File: config.mk
export PLATFORM = sky130hd
export DESIGN_NAME = aesl_axis_block_detector
export DESIGN_NICKNAME = d
export VERILOG_FILES = /design/src/rtl/aesl_axis_block_detector.sv
export SDC_FILE = /design/constraint.sdc
export NUM_CORES = 1
export LEC_CHECK = 0
export BUFFER_PORTS_ARGS = -buffer_cell sky130_fd_sc_hd__buf_2
export CAP_MARGIN = 20
export CORE_AREA = 2 2 125 127
export CTS_CLUSTER_SIZE = 8
export DETAILED_ROUTE_END_ITERATION = 8
export DIE_AREA = 0 0 127 129
export PLACE_DENSITY = 0.54
export SETUP_SLACK_MARGIN = 0.1
export SLEW_MARGIN = 10
export SYNTH_ARGS = -nofsm -noshare
export SYNTH_HDL_FRONTEND = slang
export SYNTH_SLANG_ARGS = --single-unit
File: constraint.sdc
create_clock -name clock -period 6 [get_ports clock]
set_clock_uncertainty 0.1 [all_clocks]
set_input_delay 0.3 -clock clock [delete_from_list [all_inputs] [get_ports clock]]
set_output_delay 0.3 -clock clock [all_outputs]
set_load 0.01 [all_outputs]
File: src/rtl/aesl_axis_block_detector.sv
// Per-channel AXI-Stream stall detector that feeds the deadlock monitor's blocking vector.
// Define AESL_BLOCK_INFO_EN to add the block_info port with per-channel longest-stall records.
module aesl_axis_block_detector #(
  parameter int unsigned          NUM_CH       = 10,
  parameter logic [NUM_CH-1:0]    CH_IS_OUT    = '0,
  parameter int unsigned          STALL_W      = 10,
  parameter int unsigned          STALL_THRESH = 256,
  localparam int unsigned         CH_W         = (NUM_CH > 1) ? $clog2(NUM_CH) : 1
) (
  input  logic                    clock,
  input  logic                    reset_n,
  input  logic                    mon_en,
  input  logic                    clear,
  input  logic [NUM_CH-1:0]       tvalid,
  input  logic [NUM_CH-1:0]       tready,
  output logic [NUM_CH-1:0]       axis_block_sigs,
  output logic                    any_block,
  output logic                    first_blk_valid,
  output logic [CH_W-1:0]         first_blk_ch
`ifdef AESL_BLOCK_INFO_EN
  ,
  output logic [NUM_CH*STALL_W-1:0] block_info
`endif
);

  localparam logic [STALL_W-1:0] THRESH  = STALL_W'(STALL_THRESH);
  localparam logic [STALL_W-1:0] CNT_MAX = '1;

  logic [NUM_CH-1:0][STALL_W-1:0] cnt_q;
  logic [NUM_CH-1:0][STALL_W-1:0] cnt_d;
  logic [NUM_CH-1:0]              waiting;
  logic [NUM_CH-1:0]              handshake;
  logic [NUM_CH-1:0]              flag_d;
  logic [NUM_CH-1:0]              rising;
  logic [CH_W-1:0]                first_idx;
  logic                           found;

  always_comb begin
    waiting   = (CH_IS_OUT & tvalid & ~tready) | (~CH_IS_OUT & tready & ~tvalid);
    handshake = tvalid & tready;
    cnt_d     = '0;
    flag_d    = '0;
    for (int unsigned i = 0; i < NUM_CH; i++) begin
      // Increment only on a definite stall; an X anywhere falls through to the cleared value.
      if (!clear && mon_en && waiting[i] && !handshake[i]) begin
        cnt_d[i] = (cnt_q[i] == CNT_MAX) ? cnt_q[i] : cnt_q[i] + STALL_W'(1);
      end
      flag_d[i] = (cnt_d[i] >= THRESH);
    end
  end

  always_comb begin
    rising    = flag_d & ~axis_block_sigs;
    first_idx = '0;
    found     = 1'b0;
    for (int unsigned i = 0; i < NUM_CH; i++) begin
      if (rising[i] && !found) begin
        first_idx = CH_W'(i);
        found     = 1'b1;
      end
    end
  end

  always_ff @(posedge clock or negedge reset_n) begin
    if (!reset_n) begin
      cnt_q           <= '0;
      axis_block_sigs <= '0;
      any_block       <= 1'b0;
      first_blk_valid <= 1'b0;
      first_blk_ch    <= '0;
    end else begin
      cnt_q           <= cnt_d;
      axis_block_sigs <= flag_d;
      any_block       <= |flag_d;
      if (clear) begin
        first_blk_valid <= 1'b0;
        first_blk_ch    <= '0;
      end else if (!first_blk_valid && found) begin
        first_blk_valid <= 1'b1;
        first_blk_ch    <= first_idx;
      end
    end
  end

`ifdef AESL_BLOCK_INFO_EN
  logic [NUM_CH-1:0][STALL_W-1:0] max_q;

  always_ff @(posedge clock or negedge reset_n) begin
    if (!reset_n) begin
      max_q <= '0;
    end else if (clear) begin
      max_q <= '0;
    end else begin
      for (int unsigned i = 0; i < NUM_CH; i++) begin
        if (cnt_d[i] > max_q[i]) max_q[i] <= cnt_d[i];
      end
    end
  end

  assign block_info = max_q;
`endif

endmodule
=== Yosys cells after proc, flatten, opt, wreduce, memory -nomap -nowiden ===
Index checks and enable logic that the tools add are counted.

* Multiplexer cells: 43
* Bitwise operators: 5
* Div/mod/pow operators: 0
* Equal/unequal tests: 10
* Reductions and logical operators: 54
* Multipliers: 0
* Add/sub/neg operators: 10
* Magnitude comparators: 10
* Shift operators: 0

{| class="wikitable"
|+ Operators by type and width
! kind !! count
|-
| 10-bit two-way mux || 20
|-
| 10-bit by 1-bit adder with 10-bit output, second input constant || 10
|-
| 10-bit equality test, second input constant || 10
|-
| 10-bit by 9-bit >= comparator with 1-bit output, second input constant || 10
|-
| 4-bit two-way mux || 10
|-
| 1-bit logical AND || 31
|-
| 10-bit AND || 3
|-
| 1-bit zero test || 21
|-
| 10-bit inverter || 2
|-
| 1-bit two-way mux || 13
|-
| 10-bit OR reduction || 1
|-
| 2-bit nonzero test || 1
|}

* Register bits: 116
* Input bits: 24
* Latch bits: 0
* Logic and storage cells: 146
* Memories kept: 0
* Output and inout bits: 16
* Memory bits (writable): 0
* ROM bits: 0

=== Longest topological paths before layout ===
Gate-level depths: netlist of the first run.

* Depth after elaboration: 38
* Depth in mapped cells: 10
* Mapped depth without buffers: 10

=== Worst setup path after synthesis of the first run ===
Ideal clock, no wire load.

* Path type: reg2reg
* Start point: reg cnt_q[50] (netlist bit)
* End point: reg first_blk_ch[1]
* Period minus slack after synthesis: 2,314 ps
* Cell stages (with the launch flop): 9
* Library setup time: 125 ps
* Slack: 3,686 ps
* Required time: 5,775 ps
* Arrival time: 2,089 ps
* Path buffers: 0
* Cells stage by stage: dfrtp_1 > ha_1 > and2_1 > nor3b_1 > a21oi_1 > o21ai_0 > o2111a_1 > a31oi_4 > mux2_4

* Cells in the longest elaborated chain, start to end: 21
* Elaborated cells between the ends (all ways): 29
* Those cells by class: add/sub (1); order compare (1); eq/ne (1); mux (14); bitwise (1); reduce/logical (11)

{| class="wikitable"
|+ Ends and longest elaborated chain
! element !! RTL line !! text
|-
| start, declared || 29 || <nowiki>logic [NUM_CH-1:0][STALL_W-1:0] cnt_q;</nowiki>
|-
| start signal, assigned || 72 || <nowiki>cnt_q <= cnt_d;</nowiki>
|-
| 10-bit by 1-bit adder with 10-bit output or 10-bit equality test (tied branches) || 46 || <nowiki>cnt_d[i] = (cnt_q[i] == CNT_MAX) ? cnt_q[i] : cnt_q[i] + STALL_W'(1);</nowiki>
|-
| 10-bit two-way mux (*) || 46 ||
|-
| 10-bit two-way mux (*) || 45 || <nowiki>if (!clear && mon_en && waiting[i] && !handshake[i]) begin</nowiki>
|-
| 10-bit by 9-bit >= comparator with 1-bit output (*) || 48 || <nowiki>flag_d[i] = (cnt_d[i] >= THRESH);</nowiki>
|-
| 10-bit AND (*) || 53 || <nowiki>rising = flag_d & ~axis_block_sigs;</nowiki>
|-
| 1-bit logical AND (*) || 57 || <nowiki>if (rising[i] && !found) begin</nowiki>
|-
| 1-bit two-way mux || 57 ||
|-
| 1-bit zero test || 57 ||
|-
| (+5 left out) || n/a ||
|-
| 1-bit zero test || 57 ||
|-
| 1-bit logical AND || 57 ||
|-
| 1-bit two-way mux || 57 ||
|-
| 1-bit zero test || 57 ||
|-
| 1-bit logical AND || 57 ||
|-
| 4-bit two-way mux or 1-bit two-way mux (tied branches) || 57 ||
|-
| 4-bit two-way mux or 1-bit logical AND (tied branches) || 78 || <nowiki>end else if (!first_blk_valid && found) begin</nowiki>
|-
| 4-bit two-way mux or 2-bit nonzero test (tied branches) || n/a ||
|-
| end signal, assigned || 80 || <nowiki>first_blk_ch <= first_idx;</nowiki>
|-
| end, declared || 19 || <nowiki>output logic [CH_W-1:0] first_blk_ch</nowiki>
|}

Mark *: on every way between the ends. The rest lies on a longest branch, timed or not. The select of a mux whose other input is x is not followed.
A chain may end at the register's enable or synchronous reset.

=== Worst setup path in the final report of the first run ===
Ends and elaborated chain as after synthesis.

==> key figures, run 1 <==
Logic synthesis
  – Post-synthesis area per instance: 9.96 sq um
  – Cells after synthesis: around 600
  – Register area share after synthesis: 49.0%
  – Synthesis Warnings: 0
  – Synth Register Bits: about 120
  – Post-Syn Nets: approximately 630
  – Ys flop type: dfrtp_1
  – Synth cell types: between 50 and 60
  – Number of enable flip-flop cells after synthesis: 0
  – Mapped cell area: between 0.005 and 0.006 sq mm
  – Async set-or-reset flop fraction in the synthesized netlist: 100%

Detailed routing
  – 1st-pass router iterations: 4
  – Final wirelength: 12600 um
  – Via count: 4573
  – DRT iter0 DRCs: approximately 290
  – DRC: 0
  – Drt wl/cell: approximately 15 um
  – Remaining antenna violation count: 0
  – Via density: 5.43

Global route
  – Initial antenna violation count: 0
  – M2 GR Usage: 28.1%
  – First-pass GRT wire length: ~22000 um
  – Total GRT Usage: 16.8%
  – Grt met3 use: about 5.0%
  – Vias in the first global route: roughly 4500
  – Met1 GRT Util: 21.1%
  – Largest net degree at the start of global routing: 61
  – Gr busiest metal: met2
  – Congestion Overflow GR: 0

Clock tree
  – H-tree depth: 4
  – CTS tree: yes
  – Worst-Skew Late Latency: 0.41 ns
  – CTS sink count: 116
  – Clock root buffer: clkbuf_16
  – Total CTS buffers: 17
  – CTS Buffer Depth: 2
  – Post-cts sizing count: 0
  – Worst-path clk slew: 0.06 ns

Worst setup path
  – Worst reg-to-reg path cell count: 8
  – R2R setup slack: around 3.3 ns
  – CP arrival: 2.86 ns
  – Worst setup SP type: register
  – Slowest CP cell: nor3b_1
  – Critical path class: reg -> reg
  – Critical Path RT: 6.20 ns
  – Crit Path Max Fanout: 4
  – Critical path capture point type: register
  – Largest stage delay on the critical path: 0.40 ns
  – Worst-path cell chain: ha_1 > and2_1 > nor3b_1 > a21oi_1 > o21ai_0 > o2111a_1 > a31oi_4 > mux2_4

Layout
  – Most common cell after layout, fill and taps aside: dfrtp_1
  – Area delta synth->final: 16.4%
  – Design area: 0.00690 sq mm
  – FF/Latch Area: between 0.002 and 0.003 sq mm
  – Filler Cells Inserted: 1399
  – Footprint of the multi-input gates: approximately 0.0029 sq mm
  – Share of cells above drive strength 1: between 10% and 20%
  – Antenna cells: 0
  – Nets@finish: 675
  – Commonest non-fill, non-tap cells in the layout: dfrtp_1, nor2_1, xor2_1

Place
  – # port buffers: 39
  – Gpl congestion: 0.804
  – DP HPWL: ~8700 um
  – Placed cell area: 0.00631 sq mm

Timing
  – Relative slew slack: between 40 and 50%
  – Fin Setup TNS: 0 ns
  – RSZ-0062 raised after global routing: false
  – # setup viols final: 0
  – Final hold vios: 0
  – Fmax: 0.376 GHz
  – Final min period: 2.66 ns
  – Fin. max-slew vios: 0
  – Worst-margin pin slew: roughly 0.76 ns
  – Crit share post-route: 44.3%

Worst hold path
  – WHS Path Cells: 4
  – Worst Hold Class: in -> reg

Floorplanning
  – Number of cell rows: 45
  – Die Y-Extent: 129 um
  – Starting Density: 39.6%
  – Die W: 127 um
  – Core Footprint: between 0.01 and 0.015 sq mm
  – IO Pins: 40
  – Die Footprint: 0.0164 sq mm

Run
  – Max Cap Viol: 0

Pwr
  – PD cells: 265 mW/mm^2
  – Overall power: around 1.8 mW
  – Leak: between 3 and 4 nW
  – Max rail drop VDD: 0.000224 V

Run status
  – Run status: finished, final reports clean
-- layer usage --
layer	up-vias	share of wire, %
met3	7	3.2
met1	2243	47
met5	-	0
met4	0	0.69
met2	73	49
li1	2250	-
-- repair_timing --
action                    CTS  global route
hold buffers                1             0
buffers inserted            0             0
hold endpoints to repair   56             0
-- worst paths after layout --
| kind | start | end |
|---|---|---|
| min reg2reg | first_blk_ch[0]$_DFFE_PN0P_ | first_blk_ch[0]$_DFFE_PN0P_ |
| min | tvalid[3] | cnt_q[32]$_DFF_PN0_ |
| max | cnt_q[50]$_DFF_PN0_ | first_blk_ch[1]$_DFFE_PN0P_ |
| min in group asynchronous | reset_n | cnt_q[11]$_DFF_PN0_ |
| max reg2reg | cnt_q[50]$_DFF_PN0_ | first_blk_ch[1]$_DFFE_PN0P_ |
| max in group asynchronous | reset_n | cnt_q[6]$_DFF_PN0_ |
-- metrics by stage --
step	utilization (%)	hold slack, ns	setup slack, ns	instances
6_report	46.1	0.110	3.34	842
3_5_place_dp	42.2	0.321	3.17	809
4_1_cts	46.1	0.0956	3.31	842
5_1_grt	46.1	0.126	3.12	842
3_3_place_gp	42.2	0.300	3.27	809
2_1_floorplan	-	-0.0956	3.69	595
-- power breakdown --
part / total (mW) / switching (mW) / internal (mW)
clock: 0.997 / 0.350 / 0.647
sequential: 0.788 / 0.00255 / 0.785
combinational: 0.0426 / 0.0293 / 0.0132
total: 1.83 / 0.382 / 1.45
-- critical path: cells and delay by family (launching register included) --
kind            cells  cell delay [ns]
flops               1             0.38
fa+ha+maj           1             0.20
simple gates        2             0.57
mux                 1             0.31
compound gates      4             0.99
-- sequential cells by signal (all words and copies together) (netlist names) --
signal / cells
axis_block_sigs: 10
first_blk_ch: 4
cnt_q: 100
first_blk_valid: 1
any_block: 1
-- cell families (layout without fill, tap and decap cells) --
logic type               after synthesis  count (layout)  synth area share [%]
AND/OR/NAND/NOR                      287             287                  26.4
flip-flops                           116             116                  49.0
AO/OA/AOI/OAI                         80              80                  9.42
XOR/XNOR                              60              60                  8.87
buffers and inverters                 29              88                  1.92
multiplexers                          13              13                  2.28
adder cells (fa/ha/maj)               10              10                  2.11
-- synth_stat cells (4+ instances only) --
| master | number | area share [%] |
|---|---|---|
| nand3b_1 | 4 | 0.51 |
| nand3_1 | 28 | 2.4 |
| xnor2_1 | 18 | 2.7 |
| nor4_1 | 6 | 0.63 |
| nand2_1 | 36 | 2.3 |
| a21oi_1 | 30 | 2.5 |
| xor2_1 | 42 | 6.2 |
| a211oi_1 | 5 | 0.63 |
| o21ai_0 | 9 | 0.76 |
| and2_1 | 9 | 0.95 |
| nor3b_1 | 5 | 0.63 |
| dfrtp_1 | 116 | 49 |
| clkbuf_1 | 13 | 0.82 |
| nor2b_1 | 4 | 0.42 |
| mux2i_1 | 12 | 2.0 |
| nand4_1 | 39 | 4.1 |
| a41oi_1 | 4 | 0.59 |
| inv_1 | 13 | 0.82 |
| ha_1 | 10 | 2.1 |
| o21a_1 | 4 | 0.51 |
| nor3_1 | 15 | 1.3 |
| and4_1 | 10 | 1.5 |
| a31oi_1 | 6 | 0.63 |
| and3_1 | 16 | 1.7 |
| nor2_1 | 87 | 5.5 |
-- area by class of cell --
type	instances	share of cell area, %
clock buffers	21	6.38
repair buffers	42	3.23
inverters	14	0.762
multi-input cells	450	42.2
clock inverters	11	1.96
flip-flops and latches	116	42.1
well taps	188	3.41
No activity file was read; power rests on OpenSTA's default activity.
==> inputs of run 2 (changes only) <==
--- a/config.mk
+++ b/config.mk
@@ -5,13 +5,14 @@
 export SDC_FILE = /design/constraint.sdc
 export NUM_CORES = 1
 export LEC_CHECK = 0
+export ABC_AREA = 1
 export BUFFER_PORTS_ARGS = -buffer_cell sky130_fd_sc_hd__buf_2
 export CAP_MARGIN = 20
-export CORE_AREA = 2 2 125 127
+export CORE_AREA = 2 2 131 133
 export CTS_CLUSTER_SIZE = 8
 export DETAILED_ROUTE_END_ITERATION = 8
-export DIE_AREA = 0 0 127 129
-export PLACE_DENSITY = 0.54
+export DIE_AREA = 0 0 133 135
+export PLACE_DENSITY = 0.56
 export SETUP_SLACK_MARGIN = 0.1
 export SLEW_MARGIN = 10
 export SYNTH_ARGS = -nofsm -noshare
==> constraint.sdc (replaced) <==
create_clock -name clock -period 2.2 [get_ports clock]
set_clock_uncertainty 0.1 [all_clocks]
set_input_delay 0.11 -clock clock [delete_from_list [all_inputs] [get_ports clock]]
set_output_delay 0.11 -clock clock [all_outputs]
set_load 0.01 [all_outputs]
==> key figures, run 2 <==
Worst setup path
  – Critical path capture point type: register
  – Crit-path most repeated cell: nand2_1
  – Critical Path RT: 2.41 ns
  – R2R setup slack: 0.08 ns
  – Worst-path cell chain: nand3_2 > nor3_4 > nand2_1 > nand2_1 > nand2_1 > o21ai_2 > nand2_2 > nand2_4 > nand4_4 > nor2_4 > nand3_2 > nand2_4 > inv_4 > nand2_1 > nand2_1
  – RR Startpoint: cnt_q[61]$_DFF_PN0_
  – Worst setup SP type: register
  – CP arrival: about 2.3 ns
  – Critical path class: reg -> reg
  – Largest stage delay on the critical path: 0.42 ns
  – Slowest CP cell: dfrtp_1
  – Crit Path Max Fanout: 6
  – Top Family by Delay on Critical Path: simple AND/OR/NAND/NOR gates
  – Worst Path Buf+Inv: 1
  – RR Endpoint: first_blk_ch[2]$_DFFE_PN0P_
  – Crit path launch: cnt_q[61]$_DFF_PN0_
  – Worst reg-to-reg path cell count: 15

Layout
  – Antenna cells: 0
  – Nets@finish: 946
  – Commonest non-fill, non-tap cells in the layout: inv_1, nand2_1, dfrtp_1
  – Share of cells above drive strength 1: about 31%
  – Largest regs: cnt_q x100, axis_block_sigs x10, first_blk_ch x4
  – Design area: approximately 0.0086 sq mm
  – Most common cell after layout, fill and taps aside: inv_1
  – Area delta synth->final: 31.2%
  – Max reg flops: 100
  – Most flop-heavy register: cnt_q
  – Filler Cells Inserted: 1500

Logic synthesis
  – Commonest cells post-synth: inv_1, nand2_1, dfrtp_1
  – Synth Register Bits: 116
  – Ys flop type: dfrtp_1
  – Synthesis Warnings: 0
  – Async set-or-reset flop fraction in the synthesized netlist: 100%
  – Mapped cell area: around 0.0066 sq mm
  – Top cell type's share of synthesized area: between 40% and 50%
  – Register area share after synthesis: ~44%
  – Post-synthesis area per instance: 8.56 sq um
  – Post-Syn Nets: 799
  – Most frequent cell after synthesis: inv_1
  – Synth area leader: dfrtp_1
  – Cells after synthesis: 765
  – Largest cells by area after synthesis: dfrtp_1, inv_1, nand2_1
  – Number of enable flip-flop cells after synthesis: 0
  – Synth cell types: 43

Timing
  – Relative slew slack: 65.7%
  – # setup viols final: 0
  – Final min period: approximately 2.1 ns
  – Fin. max-slew vios: 0
  – Worst-margin pin slew: 0.511 ns
  – RSZ-0062 raised after global routing: true
  – Fmax: approximately 0.47 GHz
  – Final hold vios: 5
  – Worst Hold Margin: -0.175 ns
  – Crit share post-route: just under 100%

Run status
  – Failing checks: negative hold slack
  – Run status: finished with violations

Detailed routing
  – Via density: about 4.7
  – Drt wl/cell: 12.4 um
  – DRT iter0 DRCs: 261
  – Final wirelength: 14200 um
  – DRC: 0
  – Via count: 5379
  – Remaining antenna violation count: 0
  – 1st-pass router iterations: 4

Worst hold path
  – Worst-case hold path end point: first_blk_valid$_DFFE_PN0P_
  – Worst Hold Class: in -> reg
  – HP Start: clear
  – WHS Path Cells: 2

Pwr
  – Max rail drop VDD: 0.000525 V
  – Leak: 4.25 nW
  – PD cells: 576 mW/mm^2

Global route
  – Initial antenna violation count: 0
  – Vias in the first global route: 5157
  – Largest net degree at the start of global routing: 41
  – Congestion Overflow GR: 0
  – First-pass GRT wire length: 23700 um
  – Total GRT Usage: 16.6%

Floorplanning
  – IO Pins: 40
  – Die Y-Extent: roughly 140 um
  – Die Footprint: 0.0180 sq mm
  – Number of cell rows: 47
  – Core Footprint: 0.0164 sq mm
  – Die W: 133 um
  – Starting Density: ~40%

Place
  – # port buffers: 39
  – Gpl congestion: 0.823
  – DP HPWL: 9710 um
  – Placed cell area: 0.00727 sq mm

Run
  – Max Cap Viol: 0

Clock tree
  – CTS Buffer Depth: 2
  – Clock root buffer: clkbuf_16
  – H-tree depth: 4
  – Hold buffers post-CTS: 24
  – Worst-Skew Late Latency: between 0.4 and 0.5 ns
  – Worst-path clk slew: around 0.050 ns
  – Total CTS buffers: 17
  – CTS sink count: 116
  – CTS tree: yes
## run 2: changes by cell type after synthesis, moves of 20 or more
cell,change
inv_1,+118
nand2_1,+81
nor2_1,-39
nand4_1,-23
o21ai_0,+23
nand2_2,+20
## run 2: how the worst max path moves through the flow
stage | endpoint | slack [ns] | cells past startpoint
after floorplan | first_blk_ch[1]$_DFFE_PN0P_ | 0.12 | 15
after global placement | first_blk_ch[2]$_DFFE_PN0P_ | 0.07 | 16
after detailed placement | first_blk_ch[2]$_DFFE_PN0P_ | 0.02 | 16
after CTS | first_blk_ch[2]$_DFFE_PN0P_ | 0.08 | 17
after global routing | first_blk_ch[1]$_DFFE_PN0P_ | -0.09 | 15
final | first_blk_ch[2]$_DFFE_PN0P_ | 0.08 | 15
## run 2: timing repair
item,CTS,global route
gates cloned,0,0
gates resized for setup,21,41
buffers inserted,16,18
pin swaps,26,30
setup endpoints to repair,5,7
hold endpoints to repair,144,5
## run 2: worst register-to-register path: stages (launching register included)
cell and delay (ns):
dfrtp_1 0.42, nand3_2 0.13, nor3_4 0.26, nand2_1 0.07, nand2_1 0.06, nand2_1 0.05, o21ai_2 0.14, nand2_2 0.10
nand2_4 0.08, nand4_4 0.14, nor2_4 0.12, nand3_2 0.09, nand2_4 0.10, inv_4 0.05, nand2_1 0.05, nand2_1 0.05
## run 2: cells by family after synthesis
kind of cell             count (synthesis)  synth area share (%)
flip-flops                             116                  44.3
adder cells (fa/ha/maj)                 10                  1.91
AO/OA/AOI/OAI                          103                  8.69
buffers and inverters                  148                  8.48
XOR/XNOR                                38                  5.08
AND/OR/NAND/NOR                        350                  31.5
## run 2: cell type report
class	count	area (sq um)	share of cell area, %
Multi-Input combinational cell	501	3330	38.8
Clock inverter	9	77.6	0.902
Sequential cell	116	2910	33.8
Inverter	148	563	6.55
Timing Repair Buffer	128	946	11.0
Tap cell	220	275	3.20
Clock buffer	22	494	5.75
## run 2: power by group
group / internal, mW / switching, mW
logic: 0.0687 / 0.103
registers: 2.14 / 0.00567
clock network: 1.68 / 0.949
total: 3.89 / 1.06
## run 2: per-layer routing
| metal | vias to the layer above | wire length (um) | global-route usage [%] |
|---|---|---|---|
| li1 | 2757 | - | - |
| met1 | 2517 | 6420 | 20.4 |
| met2 | 79 | 6900 | 27.6 |
| met3 | 26 | 555 | 5.11 |
| met4 | 0 | 291 | 5.85 |
| met5 | - | 0 | 0 |
## run 2: per-stage QoR
step	total power [mW]	utilization, %	worst slack [ns]	instances	TNS, ns
after detailed placement	2.33	44.3	0.0224	1055	0
after CTS	5.03	50.5	0.0845	1126	0
after global routing	5.17	52.4	-0.0928	1144	-0.335
after global placement	2.33	44.3	0.0730	1055	0
after floorplan	2.23	-	0.118	765	0
final	4.95	52.4	0.0765	1144	0
